==> config.mk <==
export PLATFORM = sky130hd
export DESIGN_NAME = hazard_sequencer_flat
export DESIGN_NICKNAME = d
export VERILOG_FILES = /design/src/rtl/hazard_sequencer_pkg.sv /design/src/rtl/hazard_sequencer_if.sv /design/src/rtl/hazard_sequencer_load_use_detect.sv /design/src/rtl/hazard_sequencer.sv /design/src/flat_wrapper.sv
export SDC_FILE = /design/constraint.sdc
export NUM_CORES = 1
export LEC_CHECK = 0
export BUFFER_PORTS_ARGS = -buffer_cell sky130_fd_sc_hd__buf_2
export CAP_MARGIN = 20
export CORE_UTILIZATION = 39
export CTS_CLUSTER_DIAMETER = 100
export CTS_CLUSTER_SIZE = 14
export DETAILED_ROUTE_END_ITERATION = 10
export PLACE_DENSITY = 0.75
export SYNTH_ARGS = -nofsm -noshare
export SYNTH_HDL_FRONTEND = slang
export SYNTH_SLANG_ARGS = --single-unit
==> constraint.sdc <==
create_clock -name clk -period 1.7 [get_ports clk]
set_clock_uncertainty 0.15 [all_clocks]
set_input_delay 0.085 -clock clk [delete_from_list [all_inputs] [get_ports clk]]
set_output_delay 0.085 -clock clk [all_outputs]
set_load 0.02 [all_outputs]
==> src/rtl/hazard_sequencer_pkg.sv <==
// hazard_pkg: shared sequencer state type and default stall limit.
package hazard_pkg;
    typedef enum logic [1:0] {RUN, MEM_WAIT, HALT} hazard_state_e;
    localparam int STALL_LIMIT_DEF = 1024;
endpackage

==> src/rtl/hazard_sequencer_if.sv <==
// hazard_sequencer_if: hazard inputs and pipeline control outputs between the datapath (master) and the sequencer (slave).
interface hazard_sequencer_if #(parameter int ADDR_W = 32, parameter int REG_W = 5);
    logic              ic_miss, dc_miss, ex_mispredict, ex_is_load, dec_uses_rs, dec_uses_rt;
    logic [ADDR_W-1:0] ex_recovery_target, redirect_target;
    logic [REG_W-1:0]  ex_rw_addr, dec_rs_addr, dec_rt_addr;
    logic              pc_stall, pc_redirect, stall_timeout;
    logic              i2d_stall, i2d_flush, d2e_stall, d2e_flush, e2m_stall, e2m_flush, m2w_stall, m2w_flush;
    logic [31:0]       perf_dc_cyc, perf_ic_cyc, perf_lu_bub, perf_mispred;
    modport master (
        output ic_miss, dc_miss, ex_mispredict, ex_recovery_target, ex_is_load, ex_rw_addr,
               dec_uses_rs, dec_uses_rt, dec_rs_addr, dec_rt_addr,
        input  pc_stall, pc_redirect, redirect_target, stall_timeout,
               i2d_stall, i2d_flush, d2e_stall, d2e_flush, e2m_stall, e2m_flush, m2w_stall, m2w_flush,
               perf_dc_cyc, perf_ic_cyc, perf_lu_bub, perf_mispred
    );
    modport slave (
        input  ic_miss, dc_miss, ex_mispredict, ex_recovery_target, ex_is_load, ex_rw_addr,
               dec_uses_rs, dec_uses_rt, dec_rs_addr, dec_rt_addr,
        output pc_stall, pc_redirect, redirect_target, stall_timeout,
               i2d_stall, i2d_flush, d2e_stall, d2e_flush, e2m_stall, e2m_flush, m2w_stall, m2w_flush,
               perf_dc_cyc, perf_ic_cyc, perf_lu_bub, perf_mispred
    );
endinterface

==> src/rtl/hazard_sequencer_load_use_detect.sv <==
// hazard_load_use_detect: flags a decode source that depends on a load still in EX.
module hazard_load_use_detect #(
    parameter int REG_W = 5
) (
    input  logic             i_ex_is_load,
    input  logic [REG_W-1:0] i_ex_rw_addr,
    input  logic             i_dec_uses_rs,
    input  logic             i_dec_uses_rt,
    input  logic [REG_W-1:0] i_dec_rs_addr,
    input  logic [REG_W-1:0] i_dec_rt_addr,
    output logic             o_lu_hazard
);
    logic w_rs_hit, w_rt_hit;
    assign w_rs_hit    = i_dec_uses_rs && i_dec_rs_addr == i_ex_rw_addr;
    assign w_rt_hit    = i_dec_uses_rt && i_dec_rt_addr == i_ex_rw_addr;
    assign o_lu_hazard = i_ex_is_load && i_ex_rw_addr != '0 && (w_rs_hit || w_rt_hit);
endmodule

==> src/rtl/hazard_sequencer.sv <==
// hazard_sequencer: pipeline stall/flush/redirect arbiter with deferred redirect and stall timeout.
// Define HAZARD_PERF_CNT_EN to build the performance counters; otherwise the perf ports read 0.
module hazard_sequencer
    import hazard_pkg::*;
#(
    parameter int ADDR_W      = 32,
    parameter int REG_W       = 5,
    parameter int STALL_LIMIT = STALL_LIMIT_DEF
) (
    input logic clk,
    input logic rst_n,
    hazard_sequencer_if.slave hz
);
    localparam int CNT_W = $clog2(STALL_LIMIT + 1);
    localparam logic [CNT_W-1:0] LIM_M1 = CNT_W'(STALL_LIMIT - 1);

    hazard_state_e     r_state;
    logic              r_pend_v;
    logic [ADDR_W-1:0] r_pend_t;
    logic [CNT_W-1:0]  r_stall_cnt;
    logic w_lu, w_halt, w_run, w_dc, w_rel, w_rel_rd, w_open, w_live, w_lu_bub, w_ic, w_rd, w_stall_ev;

    hazard_load_use_detect #(.REG_W(REG_W)) u_lu (
        .i_ex_is_load (hz.ex_is_load),
        .i_ex_rw_addr (hz.ex_rw_addr),
        .i_dec_uses_rs(hz.dec_uses_rs),
        .i_dec_uses_rt(hz.dec_uses_rt),
        .i_dec_rs_addr(hz.dec_rs_addr),
        .i_dec_rt_addr(hz.dec_rt_addr),
        .o_lu_hazard  (w_lu)
    );

    // Hazard classes are mutually exclusive, resolved in priority order; all quiet while in reset.
    assign w_halt     = r_state == HALT;
    assign w_run      = rst_n && !w_halt;
    assign w_dc       = w_run && hz.dc_miss;
    assign w_rel      = w_run && !hz.dc_miss && r_state == MEM_WAIT;
    assign w_rel_rd   = w_rel && r_pend_v;
    assign w_open     = w_run && !hz.dc_miss && r_state != MEM_WAIT;
    assign w_live     = w_open && hz.ex_mispredict;
    assign w_lu_bub   = w_open && !hz.ex_mispredict && w_lu;
    assign w_ic       = w_open && !hz.ex_mispredict && !w_lu && hz.ic_miss;
    assign w_rd       = w_live || w_rel_rd;
    assign w_stall_ev = w_dc || w_ic;

    assign hz.pc_stall        = w_halt || w_dc || w_lu_bub || w_ic;
    assign hz.i2d_stall       = w_halt || w_dc || w_lu_bub;
    assign hz.d2e_stall       = w_halt || w_dc;
    assign hz.e2m_stall       = w_halt || w_dc;
    assign hz.m2w_stall       = w_halt;
    assign hz.i2d_flush       = w_rd || w_ic;
    assign hz.d2e_flush       = w_rd || w_lu_bub;
    assign hz.e2m_flush       = 1'b0;
    assign hz.m2w_flush       = w_dc;
    assign hz.pc_redirect     = w_rd;
    assign hz.redirect_target = !w_rd ? '0 : w_rel_rd ? r_pend_t : hz.ex_recovery_target;
    assign hz.stall_timeout   = w_halt;

    always_ff @(posedge clk or negedge rst_n) begin
        if (!rst_n) begin
            r_state     <= RUN;
            r_pend_v    <= 1'b0;
            r_pend_t    <= '0;
            r_stall_cnt <= '0;
        end else if (w_run) begin
            r_stall_cnt <= !w_stall_ev ? '0 : &r_stall_cnt ? r_stall_cnt : r_stall_cnt + CNT_W'(1);
            r_state     <= (w_stall_ev && r_stall_cnt == LIM_M1) ? HALT : w_dc ? MEM_WAIT : RUN;
            // Only the first mispredict seen during a miss is kept; younger ones are on the wrong path.
            if (w_dc && hz.ex_mispredict && !r_pend_v) begin
                r_pend_v <= 1'b1;
                r_pend_t <= hz.ex_recovery_target;
            end else if (w_rel) begin
                r_pend_v <= 1'b0;
            end
        end
    end

`ifdef HAZARD_PERF_CNT_EN
    logic [31:0] r_perf_dc, r_perf_ic, r_perf_lu, r_perf_mp;
    always_ff @(posedge clk or negedge rst_n) begin
        if (!rst_n) begin
            {r_perf_dc, r_perf_ic, r_perf_lu, r_perf_mp} <= '0;
        end else if (w_run) begin
            r_perf_dc <= r_perf_dc + 32'(w_dc);
            r_perf_ic <= r_perf_ic + 32'(w_ic);
            r_perf_lu <= r_perf_lu + 32'(w_lu_bub);
            r_perf_mp <= r_perf_mp + 32'(w_rd);
        end
    end
    assign hz.perf_dc_cyc  = r_perf_dc;
    assign hz.perf_ic_cyc  = r_perf_ic;
    assign hz.perf_lu_bub  = r_perf_lu;
    assign hz.perf_mispred = r_perf_mp;
`else
    assign hz.perf_dc_cyc  = '0;
    assign hz.perf_ic_cyc  = '0;
    assign hz.perf_lu_bub  = '0;
    assign hz.perf_mispred = '0;
`endif
endmodule

==> src/flat_wrapper.sv <==
// flat-port wrapper written by rule: the top's interface ports become plain ports
module hazard_sequencer_flat import hazard_pkg::*;
#(
    parameter int ADDR_W      = 32,
    parameter int REG_W       = 5,
    parameter int STALL_LIMIT = STALL_LIMIT_DEF
)
  (clk, rst_n, hz_ic_miss, hz_dc_miss, hz_ex_mispredict, hz_ex_recovery_target, hz_ex_is_load, hz_ex_rw_addr, hz_dec_uses_rs, hz_dec_uses_rt, hz_dec_rs_addr, hz_dec_rt_addr, hz_pc_stall, hz_pc_redirect, hz_redirect_target, hz_stall_timeout, hz_i2d_stall, hz_i2d_flush, hz_d2e_stall, hz_d2e_flush, hz_e2m_stall, hz_e2m_flush, hz_m2w_stall, hz_m2w_flush, hz_perf_dc_cyc, hz_perf_ic_cyc, hz_perf_lu_bub, hz_perf_mispred);
  hazard_sequencer_if #(.ADDR_W(ADDR_W), .REG_W(REG_W)) hz_i ();
  input logic clk;
  input logic rst_n;
  input wire logic [$bits(hz_i.ic_miss)-1:0] hz_ic_miss;
  input wire logic [$bits(hz_i.dc_miss)-1:0] hz_dc_miss;
  input wire logic [$bits(hz_i.ex_mispredict)-1:0] hz_ex_mispredict;
  input wire logic [$bits(hz_i.ex_recovery_target)-1:0] hz_ex_recovery_target;
  input wire logic [$bits(hz_i.ex_is_load)-1:0] hz_ex_is_load;
  input wire logic [$bits(hz_i.ex_rw_addr)-1:0] hz_ex_rw_addr;
  input wire logic [$bits(hz_i.dec_uses_rs)-1:0] hz_dec_uses_rs;
  input wire logic [$bits(hz_i.dec_uses_rt)-1:0] hz_dec_uses_rt;
  input wire logic [$bits(hz_i.dec_rs_addr)-1:0] hz_dec_rs_addr;
  input wire logic [$bits(hz_i.dec_rt_addr)-1:0] hz_dec_rt_addr;
  output wire logic [$bits(hz_i.pc_stall)-1:0] hz_pc_stall;
  output wire logic [$bits(hz_i.pc_redirect)-1:0] hz_pc_redirect;
  output wire logic [$bits(hz_i.redirect_target)-1:0] hz_redirect_target;
  output wire logic [$bits(hz_i.stall_timeout)-1:0] hz_stall_timeout;
  output wire logic [$bits(hz_i.i2d_stall)-1:0] hz_i2d_stall;
  output wire logic [$bits(hz_i.i2d_flush)-1:0] hz_i2d_flush;
  output wire logic [$bits(hz_i.d2e_stall)-1:0] hz_d2e_stall;
  output wire logic [$bits(hz_i.d2e_flush)-1:0] hz_d2e_flush;
  output wire logic [$bits(hz_i.e2m_stall)-1:0] hz_e2m_stall;
  output wire logic [$bits(hz_i.e2m_flush)-1:0] hz_e2m_flush;
  output wire logic [$bits(hz_i.m2w_stall)-1:0] hz_m2w_stall;
  output wire logic [$bits(hz_i.m2w_flush)-1:0] hz_m2w_flush;
  output wire logic [$bits(hz_i.perf_dc_cyc)-1:0] hz_perf_dc_cyc;
  output wire logic [$bits(hz_i.perf_ic_cyc)-1:0] hz_perf_ic_cyc;
  output wire logic [$bits(hz_i.perf_lu_bub)-1:0] hz_perf_lu_bub;
  output wire logic [$bits(hz_i.perf_mispred)-1:0] hz_perf_mispred;
  assign hz_i.ic_miss = hz_ic_miss;
  assign hz_i.dc_miss = hz_dc_miss;
  assign hz_i.ex_mispredict = hz_ex_mispredict;
  assign hz_i.ex_recovery_target = hz_ex_recovery_target;
  assign hz_i.ex_is_load = hz_ex_is_load;
  assign hz_i.ex_rw_addr = hz_ex_rw_addr;
  assign hz_i.dec_uses_rs = hz_dec_uses_rs;
  assign hz_i.dec_uses_rt = hz_dec_uses_rt;
  assign hz_i.dec_rs_addr = hz_dec_rs_addr;
  assign hz_i.dec_rt_addr = hz_dec_rt_addr;
  assign hz_pc_stall = hz_i.pc_stall;
  assign hz_pc_redirect = hz_i.pc_redirect;
  assign hz_redirect_target = hz_i.redirect_target;
  assign hz_stall_timeout = hz_i.stall_timeout;
  assign hz_i2d_stall = hz_i.i2d_stall;
  assign hz_i2d_flush = hz_i.i2d_flush;
  assign hz_d2e_stall = hz_i.d2e_stall;
  assign hz_d2e_flush = hz_i.d2e_flush;
  assign hz_e2m_stall = hz_i.e2m_stall;
  assign hz_e2m_flush = hz_i.e2m_flush;
  assign hz_m2w_stall = hz_i.m2w_stall;
  assign hz_m2w_flush = hz_i.m2w_flush;
  assign hz_perf_dc_cyc = hz_i.perf_dc_cyc;
  assign hz_perf_ic_cyc = hz_i.perf_ic_cyc;
  assign hz_perf_lu_bub = hz_i.perf_lu_bub;
  assign hz_perf_mispred = hz_i.perf_mispred;
  hazard_sequencer #(.ADDR_W(ADDR_W), .REG_W(REG_W), .STALL_LIMIT(STALL_LIMIT)) u_core (.clk(clk), .rst_n(rst_n), .hz(hz_i));
endmodule
==> flow_summary.json, run 1 <==
{
  "status": "finished with violations",
  "violations": "setup timing",
  "numPortBuffers": 96,
  "min_path_type": "in -> reg",
  "crit_end": "hz_redirect_target[29]",
  "drt_first_iter_violations": 74,
  "setup_ws_ns": -0.405,
  "p_leak_uw": 0.00270,
  "dr.pass1.iters": 4,
  "clk_latency_ns": 0.30,
  "cpPeakStageDelay_ns": 0.43,
  "cp_cell_sequence": "xor2_2 > buf_4 > nor3b_4 > buf_6 > buf_4 > a22o_1 > buf_6",
  "syn-instance-count": 359,
  "grt_pass1_vias": 3032,
  "syn-cell-area_um2": 3540,
  "ff2ff_path_depth": 11,
  "maxCapViolations": 0,
  "synth-seq-cells": 46,
  "total_power_uw": 4320,
  "numCtsBuffers": 5,
  "irDropWorstVdd_mv": 0.619,
  "hold_ws_ns": 0.0985,
  "synth-seq-area-share_pct": 32.5,
  "syn2layout_area_growth_pct": 51.5,
  "cp.required_ns": 1.46,
  "yosysUniqueCellTypes": 45,
  "die_h_um": 97.3,
  "synth_edf_count": 0,
  "startpoint": "u_core.r_state[1]",
  "die_area_um2": 9470,
  "grt-ovfl-total": 0,
  "antenna_found_initial": 0,
  "period_minus_slack_ns": 2.11,
  "wl_met2_mm": 5.78,
  "io_pins": 226,
  "intPower_uw": 2930,
  "drt-met1-wl_mm": 4.12,
  "h-tree-depth": 2,
  "highest_layer": "met4",
  "start_kind": "flip-flop",
  "reg2reg_slack_ns": -0.36,
  "tns_ns": -27.38,
  "report.final.setup_viol": 87,
  "routed_wl_mm": 10.8,
  "avgSynthCellArea_um2": 9.87,
  "r2r-start": "u_core.r_state[1]",
  "gp_congestion": 0.884,
  "synth_top_area_share_pct": 32.5,
  "yosys_warnings": 0,
  "layout-drive-gt1-share_pct": 44.8,
  "cts.sinks": 46,
  "final_nets": 600,
  "coreArea_um2": 8760,
  "initial_core_util_pct": 40.4,
  "period_share_pct": 124,
  "finalHoldViolations": 0,
  "die_x_um": 97.3,
  "pre_cts_slack_ns": -0.180,
  "r2r_end": "u_core.r_pend_t[13]",
  "cp_slowest_cell": "dfrtp_1",
  "ys.flop_type": "dfrtp_1",
  "synthArstFlopShare_pct": 100,
  "clk_pin_slew_ns": 0.09,
  "yosysTopAreaCell": "dfrtp_1",
  "drcViolationCount": 0,
  "maxSlewViolCount": 0,
  "end_kind": "output pin",
  "switching_share_pct": 32.2,
  "cts-root-buf": "clkbuf_8",
  "p_per_area_nw_per_um2": 805,
  "cts_tree": "built",
  "grt.total_usage_pct": 20.4,
  "vias": 3082,
  "rows": 34,
  "met3_length_um": 521,
  "ant_nets": 0,
  "p_comb_share_pct": 37.2,
  "clkPwrFrac_pct": 23.8,
  "via_per_inst": 4.72,
  "path_max_fanout": 6,
  "crit_type": "reg -> out",
  "wl_per_cell_um": 16.5,
  "timing.fmax_mhz": 475,
  "synth.area.top_cells": "dfrtp_1 32%, buf_4 28%, mux2_2 8.3%",
  "diodes": 0,
  "grt_pass1_wl_mm": 15.5,
  "sequentialPowerShare_pct": 38.9,
  "p_switching_uw": 1390,
  "clockBufferDepth": 2,
  "rsz0062_at_grt": "true",
  "hpwl_mm": 5.89,
  "grt_max_degree": 33,
  "arrival_ns": 1.87
}
-- layout by cell type (no fill, tap or decap), drive strengths merged, types with 2 or more instances in the layout --
cell type / Yosys / routed
buf: 136 / 158
conb: 1 / 129
dfrtp: 46 / 46
dlygate4sd3: 0 / 33
mux2: 32 / 32
a22o: 32 / 32
nand2: 17 / 17
nor2: 14 / 14
xnor2: 10 / 10
clkbuf: 7 / 8
nand4: 6 / 6
o22ai: 6 / 6
nor3: 6 / 6
nand3: 6 / 6
o21ai: 5 / 5
inv: 4 / 4
mux2i: 3 / 3
nand2b: 3 / 3
a21oi: 3 / 3
o31ai: 3 / 3
and4: 3 / 3
a31oi: 3 / 3
and3: 2 / 2
o21bai: 2 / 2
bufinv: 0 / 2
-- worst min-delay path by stage --
stage,start,end,slack (ns),cells after the start
2_1_floorplan,rst_n,u_core.r_pend_t[0],-0.36,0
3_3_place_gp,rst_n,u_core.r_stall_cnt[8],0.01,2
3_5_place_dp,rst_n,u_core.r_stall_cnt[8],0.005,2
4_1_cts,hz_ex_mispredict,u_core.r_pend_v,0.08,4
5_1_grt,hz_dc_miss,u_core.r_state[1],0.11,4
6_report,hz_ex_mispredict,u_core.r_pend_v,0.1,4
-- worst max-delay path, delay by kind of cell (launching register included) --
| family | cells | cell delay, ns |
|---|---|---|
| buffers and inverters | 4 | 0.58 |
| DFF | 1 | 0.43 |
| xor gates and xnor gates | 1 | 0.20 |
| and+or+nand+nor | 1 | 0.18 |
| AOI/OAI and AO/OA | 1 | 0.17 |
-- per-layer routing --
metal | vias up | track usage [%]
met5 | - | 0
met3 | 34 | 3.24
met4 | 0 | 7.81
li1 | 1360 | -
met2 | 162 | 37.5
met1 | 1526 | 23.7
-- cell type report --
| class | count | area [µm²] |
|---|---|---|
| clock buffer | 6 | 82.6 |
| inverter | 5 | 26.3 |
| tap | 108 | 135 |
| fill | 675 | 3390 |
| timing repair buffer | 193 | 1790 |
| multi-input combinational | 293 | 2120 |
| sequential | 46 | 1150 |
| clock inverter | 2 | 60.1 |
-- power groups by stage --
stage / clock network [µW] / logic, µW / registers, µW
after detailed placement: 0 / 1100 / 1660
after global routing: 1080 / 1710 / 1710
after global placement: 0 / 1060 / 1630
after CTS: 1050 / 1510 / 1650
final: 1030 / 1610 / 1680
after floorplan: 0 / 1040 / 1600
-- sequential cells by signal, indices dropped and copies added, names as in the netlist --
| register | cells |
|---|---|
| u_core.r_pend_t | 32 |
| u_core.r_stall_cnt | 11 |
| u_core.r_state | 2 |
| u_core.r_pend_v | 1 |
-- logic make-up after synthesis --
kind of cell,Yosys count,synth area share [%]
fa+ha+maj,1,0.353
flops,46,32.5
mux,35,11.0
simple gates,59,9.78
xor+xnor,11,2.72
buf+inv,148,30.5
other cells,1,0.106
compound gates,58,13.1
-- synth_stat cells, types with 3 or more instances --
cell type,instances
buf_4,131
dfrtp_1,46
a22o_1,32
mux2_2,26
nand2_1,15
nor2_1,13
xnor2_1,10
clkbuf_1,6
mux2_1,6
nand4_1,6
o22ai_1,6
o21ai_0,5
buf_6,4
nand3_1,4
a21oi_1,3
and4_1,3
inv_1,3
mux2i_1,3
nor3_1,3
o31ai_1,3
-- repair_timing --
action / CTS / global route
cloned: 4 / 5
endpoints found under the setup margin: 80 / 86
pin swaps: 10 / 30
resized for setup: 116 / 78
hold buffers: 33 / 0
endpoints found under the hold margin: 78 / 0
buffers inserted: 19 / 8
-- through the flow --
| stage | util [%] | area [µm²] | instances |
|---|---|---|---|
| finish | 61.3 | 5370 | 653 |
| global route | 61.3 | 5370 | 653 |
| CTS | 57.7 | 5050 | 644 |
| detailed placement | 44.6 | 3910 | 581 |
| global placement | 44.6 | 3910 | 581 |
| floorplan | - | 4070 | 487 |
Note: power is estimated with default switching activity, not from simulation.
==> run 2: changes to the inputs <==
--- a/config.mk
+++ b/config.mk
@@ -12,6 +12,7 @@
 export CTS_CLUSTER_SIZE = 14
 export DETAILED_ROUTE_END_ITERATION = 10
 export PLACE_DENSITY = 0.75
+export SETUP_SLACK_MARGIN = 0.1
 export SYNTH_ARGS = -nofsm -noshare
 export SYNTH_HDL_FRONTEND = slang
 export SYNTH_SLANG_ARGS = --single-unit
==> run 2 against run 1 <==
The flow finishes with violations (hold timing, setup timing). Global-route usage down 2.1 points. Hold slack got worse by 0.10 ns. Sequential power rose by 2%. Largest cell class unchanged. Largest power group unchanged.
==> flow_summary.json, run 2 (same netlist as run 1, synthesis figures left out) <==
{
  "fin_util_pct": 60.2,
  "rows": 34,
  "numCtsBuffers": 5,
  "cp_cell_sequence": "xor2_1 > buf_4 > nor3b_4 > buf_4 > buf_16 > a22o_4 > buf_2",
  "status": "finished with violations",
  "hpwl_mm": 5.61,
  "ff2ff_path_depth": 9,
  "sequentialPowerShare_pct": 42.9,
  "crit_buf_inv": 4,
  "multi_input_area_um2": 2290,
  "min_path_type": "in -> async",
  "post_dp_cell_area_um2": 4160,
  "rsz0062_at_grt": "true",
  "ant_nets": 0,
  "grt_pass1_vias": 2786,
  "finalHoldViolations": 8,
  "path_max_fanout": 14,
  "p_per_area_nw_per_um2": 758,
  "crit_family": "buffers and inverters",
  "violations": "hold timing, setup timing",
  "p_comb_share_pct": 40.0,
  "final_nets": 590,
  "cts-root-buf": "clkbuf_8",
  "cp.depth": 7,
  "fill_cells": 714,
  "grt.total_usage_pct": 18.3,
  "setup_ws_ns": -0.364,
  "report.final.setup_viol": 81,
  "maxSlewViolCount": 0,
  "critPathMostFrequentCell": "buf_4",
  "met3_length_um": 528,
  "io_pins": 226,
  "start_kind": "flip-flop",
  "clk_latency_ns": 0.30,
  "biggestRegsByFlops": "u_core.r_pend_t: 32 flops, u_core.r_stall_cnt: 11 flops, u_core.r_state: 2 flops",
  "die_h_um": 97.3,
  "cp.required_ns": 1.46,
  "initial_core_util_pct": 40.4,
  "final_cell_mix": "129 x conb_1, 79 x buf_2, 46 x dfrtp_1, 34 x dlygate4sd3_1, 32 x mux2_4",
  "hold_ws_ns": -0.00250,
  "syn2layout_area_growth_pct": 48.9,
  "diodes": 0,
  "period_minus_slack_ns": 2.06,
  "antenna_found_initial": 0,
  "clkPwrFrac_pct": 17.1,
  "grt_pass1_wl_mm": 13.9,
  "end_kind": "output pin",
  "seqCellArea_um2": 1150,
  "h-tree-depth": 2,
  "irDropWorstVdd_mv": 0.391,
  "layout_commonest_cell": "conb_1",
  "die_area_um2": 9470,
  "highest_layer": "met4",
  "p_leak_uw": 0.00276,
  "cts_tree": "built",
  "drt_first_iter_violations": 81,
  "maxCapViolations": 0,
  "layout-drive-gt1-share_pct": 47.3,
  "timing.fmax_mhz": 485,
  "regMostFlops": "u_core.r_pend_t",
  "tns_ns": -20.85,
  "cts.sinks": 46,
  "design_area_um2": 5280,
  "gp_congestion": 0.905,
  "vias": 2929,
  "switching_share_pct": 34.8,
  "cp_slowest_cell": "dfrtp_1",
  "clk_pin_slew_ns": 0.09,
  "arrival_ns": 1.83,
  "wl_per_cell_um": 14.4,
  "largest_register_ffs": 32,
  "cpPeakStageDelay_ns": 0.43,
  "drt-met1-wl_mm": 3.71,
  "dr.pass1.iters": 4,
  "period_share_pct": 121,
  "coreArea_um2": 8760,
  "numPortBuffers": 96,
  "die_x_um": 97.3,
  "intPower_uw": 2610,
  "via_per_inst": 4.56,
  "wl_met2_mm": 4.98,
  "drcViolationCount": 0,
  "p_switching_uw": 1390,
  "grt-ovfl-total": 0,
  "crit_type": "reg -> out",
  "clockBufferDepth": 2,
  "routed_wl_mm": 9.27,
  "grt_max_degree": 25
}
[run 2: cell count changes in the layout (fill, tap and decap cells not counted), sizes merged]
cell / delta
buf: -11
bufinv: -2
clkbuf: -2
clkinv: +2
clkinvlp: +1
dlygate4sd3: +1
dlymetal6s4s: +1
[run 2: layout make-up]
type / instances / share of cell area (%)
well taps: 108 / 2.56
multi-input cells: 293 / 43.3
clock buffers: 5 / 1.30
repair buffers: 183 / 30.0
inverters: 5 / 0.593
clock inverters: 3 / 0.403
flip-flops and latches: 46 / 21.8
[run 2: power by group through the flow]
| stage | sequential, µW | clock [µW] | combinational [µW] |
|---|---|---|---|
| floorplan | 1650 | 0 | 1120 |
| global placement | 1670 | 0 | 1140 |
| detailed placement | 1710 | 0 | 1170 |
| CTS | 1700 | 720 | 1450 |
| global route | 1760 | 761 | 1700 |
| finish | 1720 | 684 | 1600 |
[run 2: path summary, 6_finish.rpt]
path	start	slack, ns	endpoint
max reg2reg	u_core.r_state[0]	-0.29	u_core.r_stall_cnt[3]
max	u_core.r_state[0]	-0.36	hz_redirect_target[1]
max in group asynchronous	rst_n	0.74	u_core.r_pend_t[19]
min reg2reg	u_core.r_pend_t[31]	0.37	u_core.r_pend_t[31]
min in group clk	hz_ex_mispredict	0.01	u_core.r_pend_v
min	rst_n	-0.003	u_core.r_stall_cnt[9]
[run 2: repair_timing]
| item | 4_1_cts | 5_1_grt |
|---|---|---|
| pin swaps | 14 | 5 |
| endpoints found under the setup margin | 86 | 87 |
| endpoints found under the hold margin | 78 | 27 |
| setup buffers | 11 | 5 |
| hold buffers | 33 | 2 |
| gates cloned | 6 | 1 |
| resized for setup | 82 | 32 |
[run 2: metrics by stage]
stage	setup slack, ns	hold slack [ns]	instances	power (µW)
2_1_floorplan	-0.0494	-0.361	487	2770
3_3_place_gp	-0.0794	-0.0636	578	2810
3_5_place_dp	-0.183	-0.0672	578	2870
4_1_cts	-0.368	0.00872	636	3870
5_1_grt	-0.480	0.0322	643	4220
6_report	-0.364	-0.00250	643	4000
[run 2: worst reg2reg max path, delay by kind of cell, from the launching register on]
kind / cells / cell delay (ns)
AOI/OAI and AO/OA: 2 / 0.17
xor gates and xnor gates: 1 / 0.21
buffers and inverters: 3 / 0.42
DFF: 1 / 0.43
and+or+nand+nor: 3 / 0.47
[run 2: routing by layer]
| metal | vias up | track usage [%] |
|---|---|---|
| met3 | 6 | 2.88 |
| met1 | 1424 | 23.1 |
| met5 | - | 0 |
| met4 | 0 | 2.60 |
| met2 | 156 | 33.5 |
| li1 | 1343 | - |
==> run 3: changes to the inputs <==
--- a/config.mk
+++ b/config.mk
@@ -12,7 +12,7 @@
 export CTS_CLUSTER_SIZE = 14
 export DETAILED_ROUTE_END_ITERATION = 10
 export PLACE_DENSITY = 0.75
-export SETUP_SLACK_MARGIN = 0.1
+export SETUP_SLACK_MARGIN = 0.2
 export SYNTH_ARGS = -nofsm -noshare
 export SYNTH_HDL_FRONTEND = slang
 export SYNTH_SLANG_ARGS = --single-unit
==> run 3 against run 2 <==
The flow finishes with violations (setup timing). Register-to-register slack worse by 0.10 ns. Flip-flop and latch count stayed put. Sequential power hardly changed. Non-clock buffer count is 17 higher. Total power increased by 12%. Routed wire length grew 12%. Global-route usage up 3.4 points. Combinational power rose by 9%. Via count is 4.6% higher. Highest routed layer unchanged.
==> flow_summary.json, run 3 (same netlist as run 1, synthesis figures left out) <==
{
  "status": "finished with violations",
  "violations": "setup timing",
  "gp_congestion": 0.855,
  "layout_commonest_cell": "conb_1",
  "antenna_found_initial": 0,
  "coreArea_um2": 8760,
  "total_power_uw": 4480,
  "grt_pass1_wl_mm": 16.4,
  "cts-root-buf": "clkbuf_8",
  "cts.sinks": 46,
  "diodes": 0,
  "maxSlewViolCount": 0,
  "finalHoldViolations": 0,
  "cp_slowest_cell": "dfrtp_2",
  "p_leak_uw": 0.00293,
  "h-tree-depth": 2,
  "post_dp_cell_area_um2": 4220,
  "path_max_fanout": 8,
  "clk_pin_slew_ns": 0.09,
  "biggestRegsByFlops": "u_core.r_pend_t: 32 flops, u_core.r_stall_cnt: 11 flops, u_core.r_state: 2 flops",
  "cp.required_ns": 1.46,
  "layout-drive-gt1-share_pct": 50.4,
  "maxCapViolations": 0,
  "min_path_type": "in -> reg",
  "cts_tree": "built",
  "largest_register_ffs": 32,
  "io_pins": 226,
  "cpPeakStageDelay_ns": 0.44,
  "die_x_um": 97.3,
  "die_area_um2": 9470,
  "syn2layout_area_growth_pct": 64.2,
  "tns_ns": -27.11,
  "ant_nets": 0,
  "design_area_um2": 5820,
  "multi_input_area_um2": 2360,
  "report.final.setup_viol": 86,
  "drt_first_iter_violations": 53,
  "initial_core_util_pct": 40.4,
  "arrival_ns": 1.87,
  "seqCellArea_um2": 1150,
  "period_share_pct": 124,
  "numCtsBuffers": 5,
  "die_h_um": 97.3,
  "numPortBuffers": 96,
  "irDropWorstVdd_mv": 0.363,
  "final_cell_mix": "129 x conb_1, 65 x buf_6, 54 x buf_2, 45 x dfrtp_1, 34 x dlygate4sd3_1",
  "fin_util_pct": 66.4,
  "start_kind": "flip-flop",
  "grt-ovfl-total": 0,
  "clk_latency_ns": 0.29,
  "wl_per_cell_um": 15.7,
  "grt.total_usage_pct": 21.6,
  "setup_ws_ns": -0.405,
  "timing.fmax_mhz": 475,
  "rsz0062_at_grt": "true",
  "period_minus_slack_ns": 2.10,
  "grt_max_degree": 24,
  "end_kind": "output pin",
  "cp_cell_sequence": "xor2_2 > buf_4 > nor3b_4 > buf_6 > buf_6 > buf_16 > a22o_4 > buf_6",
  "drcViolationCount": 0,
  "crit_type": "reg -> out",
  "critPathMostFrequentCell": "buf_6",
  "clockBufferDepth": 2,
  "dr.pass1.iters": 4,
  "vias": 3065,
  "grt_pass1_vias": 3109,
  "routed_wl_mm": 10.3,
  "hpwl_mm": 5.95,
  "fill_cells": 608,
  "via_per_inst": 4.64,
  "p_per_area_nw_per_um2": 770,
  "rows": 34,
  "pre_cts_slack_ns": -0.126,
  "regMostFlops": "u_core.r_pend_t",
  "final_nets": 607
}
==> run 3: changes by cell type in the layout (fill, tap and decap cells not counted), moves of 3 or more <==
cell and delta:
buf_2 -25, buf_12 +4, buf_6 +37, buf_16 +3
==> run 3: worst paths after layout <==
check	endpoint	slack (ns)	startpoint	cells after the start
min reg2reg	u_core.r_stall_cnt[6]	0.36	u_core.r_stall_cnt[6]	1
max in group asynchronous	u_core.r_state[0]	0.69	rst_n	4
max	hz_redirect_target[8]	-0.40	u_core.r_state[0]	8
min in group asynchronous	u_core.r_stall_cnt[10]	0.30	rst_n	3
max reg2reg	u_core.r_pend_t[17]	-0.39	u_core.r_state[1]	11
min	u_core.r_state[1]	0.13	hz_dc_miss	4
==> run 3: report_power, final <==
group          total (µW)  internal (µW)  switching [µW]  leakage (µW)
Sequential           1730           1450             280      0.000570
Clock                1010            627             385     0.0000714
Combinational        1740            960             780       0.00228
==> run 3: area by class of cell <==
class	instances	area share, %
Multi-Input combinational cell	293	40.5
Clock buffer	6	1.42
Sequential cell	46	19.8
Inverter	5	0.580
Clock inverter	2	1.03
Tap cell	108	2.32
Timing Repair Buffer	200	34.4
==> run 3: per-stage QoR <==
| stage | std cells | hold WS [ns] |
|---|---|---|
| global placement | 581 | -0.0201 |
| CTS | 655 | 0.113 |
| finish | 660 | 0.129 |
| global route | 660 | 0.131 |
| detailed placement | 581 | -0.0173 |
| floorplan | 487 | -0.361 |
==> run 3: critical path, delay by kind of cell, from the launching register on <==
kind | cells | cell delay, ns
XOR/XNOR | 1 | 0.18
buffers and inverters | 5 | 0.67
AO/OA/AOI/OAI | 1 | 0.12
AND/OR/NAND/NOR | 1 | 0.17
flip-flops | 1 | 0.44
==> run 3: metal layers <==
| metal | up-vias | part of all wire, % | GRT usage, % | wire [µm] |
|---|---|---|---|---|
| li1 | 1385 | - | - | - |
| met1 | 1489 | 38 | 24.0 | 3890 |
| met2 | 175 | 55 | 41.9 | 5650 |
| met3 | 16 | 6.0 | 3.09 | 623 |
| met4 | 0 | 1.8 | 7.13 | 188 |
| met5 | - | 0 | 0 | 0 |
==> run 3: repair_timing <==
item | 4_1_cts | 5_1_grt
cloned | 8 | 0
pin swaps | 11 | 8
setup buffers | 24 | 5
hold buffers | 34 | 0
setup endpoints to repair | 88 | 88
endpoints found under the hold margin | 79 | 0
resized for setup | 179 | 12
